[config.mk]
export PLATFORM = sky130hd
export DESIGN_NAME = multicycle_ctrl
export DESIGN_NICKNAME = d
export VERILOG_FILES = /design/src/rtl/multicycle_ctrl.sv
export SDC_FILE = /design/constraint.sdc
export NUM_CORES = 1
export LEC_CHECK = 0
export ABC_AREA = 1
export BUFFER_PORTS_ARGS = -buffer_cell sky130_fd_sc_hd__buf_2
export CORE_MARGIN = 5
export CORE_UTILIZATION = 30
export CTS_BUF_LIST = sky130_fd_sc_hd__clkbuf_8 sky130_fd_sc_hd__clkbuf_16
export DETAILED_ROUTE_END_ITERATION = 16
export PLACE_DENSITY_LB_ADDON = 0.05
export SLEW_MARGIN = 20
export SYNTH_ARGS = -nofsm -noshare
export SYNTH_HDL_FRONTEND = slang
export SYNTH_SLANG_ARGS = --single-unit
[constraint.sdc]
create_clock -name clk -period 1.41 [get_ports clk]
set_input_delay 0.141 -clock clk [delete_from_list [all_inputs] [get_ports clk]]
set_output_delay 0.141 -clock clk [all_outputs]
set_load 0.1 [all_outputs]
[src/rtl/multicycle_ctrl.sv]
// Multicycle control FSM: sequences fetch/decode/execute/memory/write-back
// for the datapath, driving every mux select and enable, stretching memory
// states on mem_ready and pulsing retire/illegal at the end of an instruction.
module multicycle_ctrl (
  input  logic       clk,
  input  logic       rst_n,
  input  logic       RT,
  input  logic       addi,
  input  logic       andi,
  input  logic       lw,
  input  logic       sw,
  input  logic       j,
  input  logic       jal,
  input  logic       jr,
  input  logic       beq,
  input  logic       bne,
  input  logic       zero,
  input  logic       mem_ready,
  output logic       ir_write,
  output logic       pc_write,
  output logic       iord,
  output logic       mem_read,
  output logic       mem_write,
  output logic       reg_write,
  output logic       alu_src_a,
  output logic [1:0] pc_src,
  output logic [1:0] reg_dst,
  output logic [1:0] mem_to_reg,
  output logic [1:0] alu_src_b,
  output logic [1:0] alu_op,
  output logic       retire,
  output logic       illegal
);

  typedef enum logic [3:0] {
    FETCH    = 4'd0,
    DECODE   = 4'd1,
    MEM_ADDR = 4'd2,
    MEM_RD   = 4'd3,
    MEM_WB   = 4'd4,
    MEM_WR   = 4'd5,
    EXEC_R   = 4'd6,
    WB_R     = 4'd7,
    EXEC_I   = 4'd8,
    WB_I     = 4'd9,
    BRANCH   = 4'd10,
    JUMP     = 4'd11,
    JAL      = 4'd12,
    JR       = 4'd13
  } state_e;

  typedef enum logic [3:0] {
    C_NONE, C_RT, C_ADDI, C_ANDI, C_LW, C_SW, C_J, C_JAL, C_JR, C_BEQ, C_BNE
  } class_e;

  state_e state_q, state_d;
  class_e class_q, class_d;
  class_e dec_class;

  // Priority-encode the decoder flags so overlapping flags resolve deterministically
  always_comb begin
    dec_class = C_NONE;
    if      (RT)   dec_class = C_RT;
    else if (addi) dec_class = C_ADDI;
    else if (andi) dec_class = C_ANDI;
    else if (lw)   dec_class = C_LW;
    else if (sw)   dec_class = C_SW;
    else if (j)    dec_class = C_J;
    else if (jal)  dec_class = C_JAL;
    else if (jr)   dec_class = C_JR;
    else if (beq)  dec_class = C_BEQ;
    else if (bne)  dec_class = C_BNE;
  end

  // Next-state and class-latch logic; the class is only captured in DECODE
  always_comb begin
    state_d = FETCH;
    class_d = class_q;
    case (state_q)
      FETCH:    state_d = mem_ready ? DECODE : FETCH;
      DECODE: begin
        class_d = dec_class;
        case (dec_class)
          C_RT:          state_d = EXEC_R;
          C_ADDI, C_ANDI: state_d = EXEC_I;
          C_LW, C_SW:    state_d = MEM_ADDR;
          C_J:           state_d = JUMP;
          C_JAL:         state_d = JAL;
          C_JR:          state_d = JR;
          C_BEQ, C_BNE:  state_d = BRANCH;
          default:       state_d = FETCH;
        endcase
      end
      MEM_ADDR: begin
        if (class_q == C_LW)      state_d = MEM_RD;
        else if (class_q == C_SW) state_d = MEM_WR;
        else                      state_d = FETCH;
      end
      MEM_RD:   state_d = mem_ready ? MEM_WB : MEM_RD;
      MEM_WR:   state_d = mem_ready ? FETCH : MEM_WR;
      EXEC_R:   state_d = WB_R;
      EXEC_I:   state_d = WB_I;
      default:  state_d = FETCH;
    endcase
  end

  // State and latched-class registers with asynchronous active-low reset
  always_ff @(posedge clk or negedge rst_n) begin
    if (!rst_n) begin
      state_q <= FETCH;
      class_q <= C_NONE;
    end else begin
      state_q <= state_d;
      class_q <= class_d;
    end
  end

  // Output decode; gated by rst_n so every output drops the moment reset asserts
  always_comb begin
    ir_write   = 1'b0;
    pc_write   = 1'b0;
    iord       = 1'b0;
    mem_read   = 1'b0;
    mem_write  = 1'b0;
    reg_write  = 1'b0;
    alu_src_a  = 1'b0;
    pc_src     = 2'd0;
    reg_dst    = 2'd0;
    mem_to_reg = 2'd0;
    alu_src_b  = 2'd0;
    alu_op     = 2'd0;
    retire     = 1'b0;
    illegal    = 1'b0;
    if (rst_n) begin
      case (state_q)
        FETCH: begin
          mem_read  = 1'b1;
          alu_src_b = 2'd1;
          ir_write  = mem_ready;
          pc_write  = mem_ready;
        end
        DECODE: begin
          alu_src_b = 2'd3;
          illegal   = (dec_class == C_NONE);
        end
        MEM_ADDR: begin
          alu_src_a = 1'b1;
          alu_src_b = 2'd2;
        end
        MEM_RD: begin
          mem_read = 1'b1;
          iord     = 1'b1;
        end
        MEM_WB: begin
          reg_write  = 1'b1;
          mem_to_reg = 2'd1;
          retire     = 1'b1;
        end
        MEM_WR: begin
          mem_write = 1'b1;
          iord      = 1'b1;
          retire    = mem_ready;
        end
        EXEC_R: begin
          alu_src_a = 1'b1;
          alu_op    = 2'd2;
        end
        WB_R: begin
          reg_write = 1'b1;
          reg_dst   = 2'd1;
          retire    = 1'b1;
        end
        EXEC_I: begin
          alu_src_a = 1'b1;
          alu_src_b = 2'd2;
          alu_op    = (class_q == C_ANDI) ? 2'd3 : 2'd0;
        end
        WB_I: begin
          reg_write = 1'b1;
          retire    = 1'b1;
        end
        BRANCH: begin
          alu_src_a = 1'b1;
          alu_op    = 2'd1;
          pc_src    = 2'd1;
          retire    = 1'b1;
          pc_write  = ((class_q == C_BEQ) & zero) | ((class_q == C_BNE) & ~zero);
        end
        JUMP: begin
          pc_write = 1'b1;
          pc_src   = 2'd2;
          retire   = 1'b1;
        end
        JAL: begin
          pc_write   = 1'b1;
          pc_src     = 2'd2;
          reg_write  = 1'b1;
          reg_dst    = 2'd2;
          mem_to_reg = 2'd2;
          retire     = 1'b1;
        end
        JR: begin
          pc_write = 1'b1;
          pc_src   = 2'd3;
          retire   = 1'b1;
        end
        default: begin
        end
      endcase
    end
  end

endmodule

======== After elaboration in Yosys (flattened, before gate mapping) ========
Memory sizes are Yosys's and may differ from the RTL's.
Cells that the tools add are included.
storage, ports and cells
  flip-flop bits (word level) ............. 8
  memories ................................ 1
  bits of input ports ..................... 14
  ROM bits ................................ 64
  logic and storage cells ................. 80
memory list
  name              depth  bits a word  read ports  clocked after memory_dff  wr ports  line  RTL
  (name not given)  16     4            1           0                         0         83    case (dec_class)
cells by class
  equal/unequal tests ..................... 18
  reductions and logical operators ........ 10
  muxes and demuxes ....................... 45
  bitwise gates (word level) .............. 4
operator list
  operator              count
  $mux W4               10
  $eq A4 B4 Y1 const B  8
  $pmux W4 S7           1
  $eq A4 B3 Y1 const B  6
  $pmux W2 S3           3
  $mux W1               17
  $eq A4 B2 Y1 const B  3
  $mux W2               6
  $mux W3               4
  $logic_not A4 Y1      2
  $pmux W2 S2           2
  $reduce_or A2 Y1      4
  $reduce_or A4 Y1      2
  $reduce_or A7 Y1      1
  $eq A4 B1 Y1 const B  1
  $pmux W1 S3           1
  $reduce_or A3 Y1      1
  $and A1 B1 Y1         2
  $pmux W1 S2           1
  $not A1 Y1            1
  $or A1 B1 Y1          1

======== Longest topological paths before layout ========
Gate-level depths: netlist (run 1).
  depth in word-level cells ............... 13
  depth in mapped cells ................... 15
  mapped depth without buffers ............ 15

======== Worst setup path after synthesis (run 1) ========
No wires, ideal clock.
  path type ............................... flip-flop to output port
  start ................................... register state_q[2]
  end ..................................... output illegal
  arrival time ............................ 4078 ps
  data required time ...................... 1269 ps
  path slack .............................. -2809 ps
  cell stages (with the launch flop) ...... 6
  path buffers ............................ 0
  cells stage by stage .................... dfrtp_1 > nor2_4 > inv_2 > nor3_2 > nand3_1 > nor3_1
between the ends
  word-level cells in the longest chain between the ends .. 3
RTL lines
  what                    line  RTL
  start, declared         56    state_e state_q, state_d;
  start signal, assigned  113   state_q <= state_d;
  $eq A4 B1 Y1            135   case (state_q)
  $mux W1                 135
  $mux W1                 134   if (rst_n) begin
  end, declared           32    output logic illegal
No other way between the ends.

======== Final worst setup path (run 1) ========
  start ................................... register state_q[1]
  end ..................................... output alu_op[0]
between the ends
  word-level cells in the longest chain between the ends .. 3
  elaborated cells between the ends (all ways) .. 5
RTL lines
  what                                          line  RTL
  $eq A4 B4 Y1 or $eq A4 B3 Y1 (tied branches)  135
  $pmux W2 S3 *                                 135
  $mux W2 *                                     134
  end, declared                                 30    output logic [1:0] alu_op,
Mark *: on every way between the ends. The rest lies on a longest branch, timed or not.

==> run_results.csv, run 1 <==
group,metric,value,unit
run_status,status,"finished with violations",
run_status,violations,"setup timing",
cells_and_area,fill_cells,239,
floorplan,die_w,65.07,um
clock_network,cts_tree,"done",
worst_hold_path,hold_path.class,"input pin to flop",
floorplan,die_h,65.07,um
floorplan,num_rows,20,
sta,relSlewSlack,75.82,%
clock_network,cts_num_sinks,8,
routing,via_per_inst,4.790,
critical_path,path_class,"flop to output pin",
routing,ant_nets,0,
sta,fin_crit,1767,ps
critical_path,cp_max_fo,6,
routing,dr.first_iter.drc_count,47,
logic_synthesis,synth_top_area_share,22.01,%
sta,finalMaxSlewViolations,0,
global_route,track_usage,16.43,%
routing,drt-pass1-iter-count,4,
global_route,grt_util_met1,16.60,%
logic_synthesis,yosys-top-cells-area,"dfrtp_1 22%, nand2_1 16%, inv_1 14%",
global_route,globalRouteMet3Util,1.733,%
floorplan,io_pins,33,
global_route,grt_use_met2,32.95,%
cells_and_area,layout-drive-gt1-share,61.51,%
logic_synthesis,ys_types,26,
global_route,grt_max_degree,10,
logic_synthesis,post-synth-top-count-cell,"nand2_1",
logic_synthesis,ys_seq_area_share,22.01,%
global_route,grt-busiest-layer,"met2",
logic_synthesis,synth_nets,176,
sta,fin_hold_ws,282.7,ps
clock_network,cts_buffers,3,
sta,worst_pin_slew,361.5,ps
clock_network,cts.clk_slew.worst_paths,40,ps
power_and_ir_drop,power.internal,1.908,mW
sta,fin_crit_sh,125.3,%
global_route,antenna_found_initial,0,
placed_design,place_congestion,0.8363,
floorplan,die-area,0.004233,mm^2
cells_and_area,areaGrowthSynthToFinish,135.6,%
routing,drt_wl_total,3.373,mm
routing,vias,1303,
power_and_ir_drop,leakage,1.026,nW
power_and_ir_drop,switchingPower,2.026,mW
global_route,gr-total-overflow,0,
power_and_ir_drop,clkPwrFrac,7.2,%
logic_synthesis,avgSynthCellArea,5.757,um^2
placed_design,dp_hpwl,2.494,mm
logic_synthesis,ys.flop_type,"dfrtp_1",
power_and_ir_drop,p_total,3.934,mW
cells_and_area,seq_area,202.7,um^2
power_and_ir_drop,swShare,51.50,%
critical_path,crit_path_start_kind,"flop",
global_route,grt_pass1_wl,5.457,mm
sta,hold_viol_final,0,
sta,rsz0062_at_grt,"true",
sta,layout_setup_ws,-357.2,ps
logic_synthesis,netlist_area,909.6,um^2
clock_network,clk_path_buf_depth,2,
cells_and_area,multi_input_area,864.6,um^2
logic_synthesis,yosys_warnings,0,
logic_synthesis,ys_top_cells_by_count,"39 x nand2_1, 34 x inv_1, 23 x nor2_1, 10 x a21oi_1",
clock_network,clk-insertion-delay-late,230,ps
critical_path,endpoint_kind,"output pin",
floorplan,core_area,0.002978,mm^2
routing,wire_per_inst,12.40,um
placed_design,port_buffers,32,
power_and_ir_drop,p_comb_share,81.7,%
cells_and_area,n_antenna_cell,0,
logic_synthesis,yosys.area.top_type,"dfrtp_1",
power_and_ir_drop,seq_power_share,11.1,%
clock_network,cts_root_buf,"clkbuf_8",
critical_path,worstPathRequired,1270,ps
clock_network,cts_htree_levels,1,
cells_and_area,final_nets,258,
floorplan,start_util,30.55,%
power_and_ir_drop,p_per_area,1836,mW/mm^2
job,maxCapViolations,0,
logic_synthesis,synth-seq-cells,8,
cells_and_area,fin_util,71.97,%
sta,setup_viol,21,
critical_path,arrival,1630,ps
sta,clock.fmax,565.9,MHz
sta,fin_skew,0.8848,ps
power_and_ir_drop,peakVddDrop,851.5,uV
routing,route.detailed.drc,0,
logic_synthesis,synthCells,158,
logic_synthesis,synthArstFlopShare,100.0,%
logic_synthesis,synth_edf_count,0,
global_route,first_global_vias,1308,
==> power groups by stage <==
stage          registers (mW)  logic [mW]  clock network [mW]
3_3_place_gp            0.413        2.54                   0
2_1_floorplan           0.407        1.50                   0
4_1_cts                 0.432        3.11               0.288
5_1_grt                 0.453        3.39               0.307
6_report                0.437        3.21               0.283
3_5_place_dp            0.422        2.55                   0
==> cell usage in the layout, fill, tap and decap left out, types with 2 or more instances in the layout <==
master / instances
o21ai_1: 4
nor3_4: 2
nand2_4: 4
ha_1: 4
a21oi_2: 2
a21oi_1: 2
clkbuf_8: 3
buf_4: 33
nor2_1: 10
nand2_1: 27
nand3_1: 6
buf_6: 13
dfrtp_2: 2
inv_4: 2
a21oi_4: 7
inv_1: 22
dfrtp_1: 6
nor2_2: 2
nand4_1: 3
inv_2: 13
buf_2: 13
nor2_4: 15
nand2_2: 10
buf_12: 19
o21ai_0: 4
==> registers in the layout (all words and copies together), names as in the netlist <==
signal / flops
state_q: 4
class_q: 4
==> layout make-up <==
class | instances | share of cell area, %
Clock buffer | 3 | 1.926
Tap cell | 33 | 1.926
Timing Repair Buffer | 79 | 39.64
Clock inverter | 1 | 0.1751
Multi-Input combinational cell | 112 | 40.34
Sequential cell | 8 | 9.457
Inverter | 36 | 6.538
==> metrics by stage <==
step | setup slack (ps) | area [um^2] | TNS [ps] | instances
CTS | -370.1 | 2100 | -4620 | 272
detailed placement | -246.3 | 1829 | -1540 | 258
global placement | -201.8 | 1829 | -1224 | 258
floorplan | -1177 | 1092 | -4308 | 158
global route | -440.6 | 2143 | -6161 | 272
finish | -357.2 | 2143 | -4500 | 272
==> repair_timing <==
item,CTS,global route
hold endpoints to repair,8,0
buffers inserted,9,4
setup endpoints to repair,24,26
hold buffers,1,0
pin swaps,20,11
resized for setup,47,21
==> per-layer routing <==
layer | up-vias | routed length, um
met5 | - | 0
met4 | 0 | 75
met3 | 7 | 146
met2 | 36 | 1888
met1 | 601 | 1263
li1 | 659 | -
==> critical path, cell delays in order, from the launching register on <==
cell	delay, ps
dfrtp_2	470
nor2_4	160
nand2_2	90
inv_2	60
nand4_1	180
a21oi_2	240
buf_12	190
==> worst paths after layout <==
kind / from / endpoint / slack [ps] / cells past startpoint
min in group asynchronous: rst_n / state_q[0] / 480 / 3
max: state_q[1] / alu_op[0] / -360 / 6
min reg2reg: class_q[0] / class_q[0] / 600 / 2
max reg2reg: state_q[1] / state_q[2] / -20 / 8
max in group asynchronous: rst_n / state_q[2] / 640 / 3
min: addi / state_q[1] / 280 / 5
==> logic make-up (layout without fill, tap and decap cells) <==
family | count (synthesis) | count (layout) | synth area share (%)
adder cells (fa/ha/maj) | 4 | 4 | 5.502
flip-flops | 8 | 8 | 22.01
buffers and inverters | 38 | 119 | 16.09
AND/OR/NAND/NOR | 83 | 83 | 40.44
AO/OA/AOI/OAI | 25 | 25 | 15.96
No activity file was read; power rests on OpenSTA's default activity.
==> run 2, diff against run 1 <==
Settings changed: PLACE_DENSITY_LB_ADDON 0.05 to 0.3, RECOVER_POWER from default to 100.
==> run 2 against run 1 <==
Effect of this change: the run still ends with setup timing left; critical path type unchanged; sequential cell count did not move; critical path depth is the same; largest power group unchanged; clock skew is 5.3 ps higher.
==> run_results.csv, run 2 (synthesized netlist as in run 1, its figures left out) <==
group,metric,value,unit
global_route,antenna_found_initial,0,
floorplan,start_util,30.55,%
power_and_ir_drop,leakage,1.072,nW
worst_hold_path,hold_path.class,"input pin to flop",
placed_design,placedInstanceArea,0.001829,mm^2
cells_and_area,areaGrowthSynthToFinish,146.1,%
sta,fin_skew,6.206,ps
sta,relSlewSlack,74.43,%
power_and_ir_drop,seq_power_share,10.8,%
routing,vias,1357,
sta,layout_setup_ws,-390.7,ps
global_route,grt_max_degree,9,
routing,route.detailed.drc,0,
routing,via_per_inst,4.881,
floorplan,die_w,65.07,um
global_route,track_usage,17.50,%
clock_network,cts_buffers,3,
critical_path,arrival,1660,ps
routing,drt_wl_total,3.799,mm
placed_design,pre_cts_ws,-224.9,ps
clock_network,cts_root_buf,"clkbuf_8",
floorplan,die_h,65.07,um
worst_hold_path,hold_depth,5,
critical_path,worstPathRequired,1270,ps
run_status,status,"finished with violations",
cells_and_area,n_antenna_cell,0,
sta,fin_crit_sh,127.7,%
power_and_ir_drop,peakVddDrop,622.5,uV
global_route,grt_pass1_wl,5.782,mm
cells_and_area,final_cell_area,0.002238,mm^2
global_route,gr-total-overflow,0,
critical_path,worst-r2r-setup-slack,-100,ps
floorplan,io_pins,33,
power_and_ir_drop,switchingPower,2.142,mW
global_route,first_global_vias,1353,
job,maxCapViolations,0,
sta,clock.fmax,555.4,MHz
placed_design,dp_hpwl,2.416,mm
cells_and_area,mostFrequentLayoutCells,"33 x buf_4, 28 x nand2_1, 23 x inv_1",
placed_design,place_congestion,0.8289,
sta,fin_crit,1801,ps
clock_network,clk-insertion-delay-late,230,ps
clock_network,cts_tree,"done",
critical_path,crit_path_start_kind,"flop",
critical_path,path_class,"flop to output pin",
power_and_ir_drop,p_comb_share,82.5,%
cells_and_area,final_nets,264,
clock_network,cts.clk_slew.worst_paths,40,ps
placed_design,port_buffers,32,
power_and_ir_drop,power.internal,2.002,mW
power_and_ir_drop,clkPwrFrac,6.7,%
floorplan,die-area,0.004233,mm^2
critical_path,endpoint_kind,"output pin",
power_and_ir_drop,swShare,51.69,%
clock_network,cts_htree_levels,1,
sta,worst_pin_slew,382.3,ps
sta,rsz0062_at_grt,"true",
clock_network,cts_num_sinks,8,
clock_network,clk_path_buf_depth,2,
power_and_ir_drop,p_per_area,1851,mW/mm^2
cells_and_area,final_common_cell,"buf_4",
sta,hold_viol_final,0,
routing,drt-pass1-iter-count,4,
cells_and_area,layout-drive-gt1-share,62.04,%
critical_path,r2r_cells,10,
routing,dr.first_iter.drc_count,37,
floorplan,num_rows,20,
routing,wire_per_inst,13.67,um
critical_path,cp_max_fo,3,
run_status,violations,"setup timing",
sta,finalMaxSlewViolations,0,
cells_and_area,top_regs,"class_q: 4 flops, state_q: 4 flops",
routing,ant_nets,0,
floorplan,core_area,0.002978,mm^2
sta,setup_viol,22,
cells_and_area,fin_util,75.17,%
## run 2: cell count changes in the layout (fill, tap and decap cells not counted), sizes merged
| cell | before | now |
|---|---|---|
| clkbuf | 3 | 4 |
| buf | 78 | 83 |
## run 2: power by group through the flow
stage / registers, mW / logic, mW / clock network, mW
2_1_floorplan: 0.407 / 1.50 / 0
3_3_place_gp: 0.414 / 2.52 / 0
3_5_place_dp: 0.417 / 2.54 / 0
4_1_cts: 0.429 / 3.10 / 0.279
5_1_grt: 0.461 / 3.57 / 0.298
6_report: 0.446 / 3.42 / 0.280
## run 2: path summary, 6_finish.rpt
path                            start          to
setup / recovery           state_q[3]     illegal
hold / removal                   addi  state_q[1]
setup reg to reg           state_q[1]  state_q[0]
hold reg to reg            class_q[0]  class_q[0]
max in group asynchronous       rst_n  state_q[3]
min in group asynchronous       rst_n  state_q[0]
## run 2: layer usage
metal | up-vias | global-route usage, % | routed length (um)
li1 | 665 | - | -
met5 | - | 0 | 0
met3 | 13 | 1.906 | 199
met1 | 626 | 18.04 | 1430
met4 | 0 | 10.10 | 151
met2 | 53 | 33.59 | 2018
## run 2: worst max-delay path: stages, from the launching register on
cell and delay, ps:
dfrtp_2 440, nor2_4 160, inv_2 70, nor3_4 220, nand3_2 120, nor3_4 220, buf_12 200
## run 2: timing repair
item,in CTS,in global routing
pin swaps,11,14
hold endpoints to repair,8,0
hold buffers,1,0
resized for setup,47,24
buffers inserted,10,9
setup endpoints to repair,23,24
## run 2: per-stage QoR
stage	hold WS (ps)	setup TNS, ps	power [mW]	instances
6_report	268.9	-5394	4.143	278
5_1_grt	307.9	-6754	4.332	278
4_1_cts	278.6	-4432	3.809	273
3_5_place_dp	64.96	-1552	2.955	258
3_3_place_gp	64.18	-1203	2.934	258
2_1_floorplan	-154.6	-4308	1.905	158
## run 2: final cells by class
class | count | area (um^2)
timing repair buffer | 85 | 909.6
multi-input combinational | 112 | 900.9
fill | 209 | 739.5
sequential | 8 | 203.9
inverter | 36 | 137.6
clock buffer | 3 | 41.29
tap | 33 | 41.29
clock inverter | 1 | 3.754
==> run 3, diff against run 2 <==
Settings changed: SKIP_CTS_REPAIR_TIMING from default to 1.
==> run 3 against run 2 <==
Effect of this change: register-to-register slack worse by 20 ps; highest routed layer unchanged; critical path depth up 3; worst hold slack improved by 19 ps; core utilization fell by 5.0 points; cell area is 6.7% lower; first-iteration DRC count fell by 57%; via count shrank 5.2%; clock skew shrank 2.2 ps; total power shrank 10%; final cell count shrank 1.8%; fmax decreased by 0.21%; sequential share of layout area is 0.65 points higher; the flow still finishes with violations (setup timing).
==> run_results.csv, run 3 (synthesized netlist as in run 1, its figures left out) <==
group,metric,value,unit
power_and_ir_drop,seq_power_share,12.1,%
floorplan,core_area,0.002978,mm^2
power_and_ir_drop,p_per_area,1781,mW/mm^2
routing,route.detailed.drc,0,
sta,worst_pin_slew,381.6,ps
cells_and_area,final_common_cell,"buf_4",
cells_and_area,mostFrequentLayoutCells,"41 x buf_4, 29 x nand2_1, 26 x inv_1",
worst_hold_path,hold_path.class,"input pin to flop",
critical_path,r2r_cells,10,
critical_path,crit_chain,"nor2_4, buf_4, nand2_2, nor2_1, inv_1, nand2_1, nor2_2, nor2_4, buf_12",
power_and_ir_drop,power.internal,1.773,mW
cells_and_area,n_antenna_cell,0,
power_and_ir_drop,p_total,3.722,mW
floorplan,die_w,65.07,um
floorplan,die-area,0.004233,mm^2
power_and_ir_drop,leakage,1.005,nW
routing,via_per_inst,4.711,
routing,ant_nets,0,
sta,finalMaxSlewViolations,0,
sta,fin_skew,3.973,ps
critical_path,arrival,1660,ps
routing,dr.first_iter.drc_count,16,
global_route,grt_max_degree,10,
floorplan,start_util,30.55,%
critical_path,startpoint,"state_q[1]",
critical_path,crit_path_start_kind,"flop",
cells_and_area,fin_cells,273,
clock_network,clk-insertion-delay-late,230,ps
power_and_ir_drop,swShare,52.36,%
routing,drt-pass1-iter-count,4,
critical_path,worst-r2r-setup-slack,-120,ps
run_status,status,"finished with violations",
floorplan,io_pins,33,
sta,fin_crit,1804,ps
cells_and_area,final_cell_area,0.002090,mm^2
critical_path,cp_common_cell,"nor2_4",
clock_network,cts_root_buf,"clkbuf_8",
sta,rsz0062_at_grt,"true",
routing,vias,1286,
sta,relSlewSlack,74.47,%
floorplan,num_rows,20,
power_and_ir_drop,switchingPower,1.949,mW
clock_network,cts_buffers,3,
global_route,track_usage,13.81,%
power_and_ir_drop,peakVddDrop,606.8,uV
power_and_ir_drop,p_comb_share,80.6,%
critical_path,worstReg2RegStart,"state_q[1]",
global_route,gr-total-overflow,0,
clock_network,cts_htree_levels,1,
power_and_ir_drop,clkPwrFrac,7.3,%
floorplan,die_h,65.07,um
placed_design,port_buffers,32,
sta,fin_crit_sh,128.0,%
sta,setup_viol,21,
run_status,violations,"setup timing",
job,maxCapViolations,0,
clock_network,cts_num_sinks,8,
critical_path,endpoint_kind,"output pin",
critical_path,r2r-end,"state_q[0]",
critical_path,path_class,"flop to output pin",
critical_path,cp_max_fo,6,
placed_design,pre_cts_ws,-224.9,ps
critical_path,worstPathRequired,1270,ps
global_route,antenna_found_initial,0,
clock_network,clk_path_buf_depth,2,
critical_path,crit_path_end,"pc_write",
cells_and_area,top_regs,"class_q: 4 flops, state_q: 4 flops",
sta,layout_setup_ws,-394.5,ps
placed_design,placedInstanceArea,0.001829,mm^2
cells_and_area,areaGrowthSynthToFinish,129.7,%
sta,hold_viol_final,0,
worst_hold_path,hold_depth,5,
global_route,first_global_vias,1156,
placed_design,place_congestion,0.8289,
global_route,grt_pass1_wl,4.678,mm
clock_network,cts_tree,"done",
placed_design,placedCellCount,258,
sta,clock.fmax,554.2,MHz
cells_and_area,fin_util,70.17,%
clock_network,cts.clk_slew.worst_paths,40,ps
cells_and_area,final_nets,259,
critical_path,slowest_stage,"dfrtp_2",
placed_design,dp_hpwl,2.416,mm
cells_and_area,layout-drive-gt1-share,60.00,%
routing,wire_per_inst,11.75,um
critical_path,critPathMaxStageDelay,470,ps
routing,drt_wl_total,3.208,mm
run 3: through the flow:
| step | setup TNS, ps | hold slack (ps) |
|---|---|---|
| floorplan | -4308 | -154.6 |
| global placement | -1203 | 64.18 |
| detailed placement | -1552 | 64.96 |
| CTS | -5555 | -176.3 |
| global route | -6596 | 328.8 |
| finish | -4985 | 287.8 |
run 3: worst max-delay path: cells and delay by family, from the launching register on:
kind                   cells  cell delay, ps
AND/OR/NAND/NOR            6             570
flip-flops                 1             470
buffers and inverters      3             410
run 3: power groups by stage:
stage | clock, mW | combinational (mW) | sequential [mW]
after floorplan | 0 | 1.50 | 0.407
after detailed placement | 0 | 2.54 | 0.417
after CTS | 0.279 | 2.55 | 0.414
after global routing | 0.289 | 3.16 | 0.468
after global placement | 0 | 2.52 | 0.414
final | 0.272 | 3.00 | 0.450
run 3: final cells by class:
type,instances,area (um^2)
multi-input combinational,112,850.8
fill,230,888.4
clock inverter,1,3.754
tap,33,41.29
sequential,8,203.9
timing repair buffer,80,813.3
inverter,36,135.1
clock buffer,3,41.29
run 3: how the worst min path moves through the flow:
stage	startpoint	slack (ps)	to
2_1_floorplan	rst_n	-150	class_q[0]
3_3_place_gp	rst_n	60	class_q[1]
3_5_place_dp	rst_n	60	class_q[3]
4_1_cts	rst_n	-180	state_q[1]
5_1_grt	addi	330	state_q[1]
6_report	addi	290	state_q[1]
run 3: routing by layer:
| layer | global-route usage (%) | part of all wire, % | up-vias |
|---|---|---|---|
| met5 | 0 | 0 | - |
| met4 | 6.218 | 1.8 | 0 |
| met3 | 0.8666 | 4.8 | 6 |
| met2 | 26.56 | 54 | 41 |
| met1 | 15.30 | 39 | 586 |
| li1 | - | - | 653 |
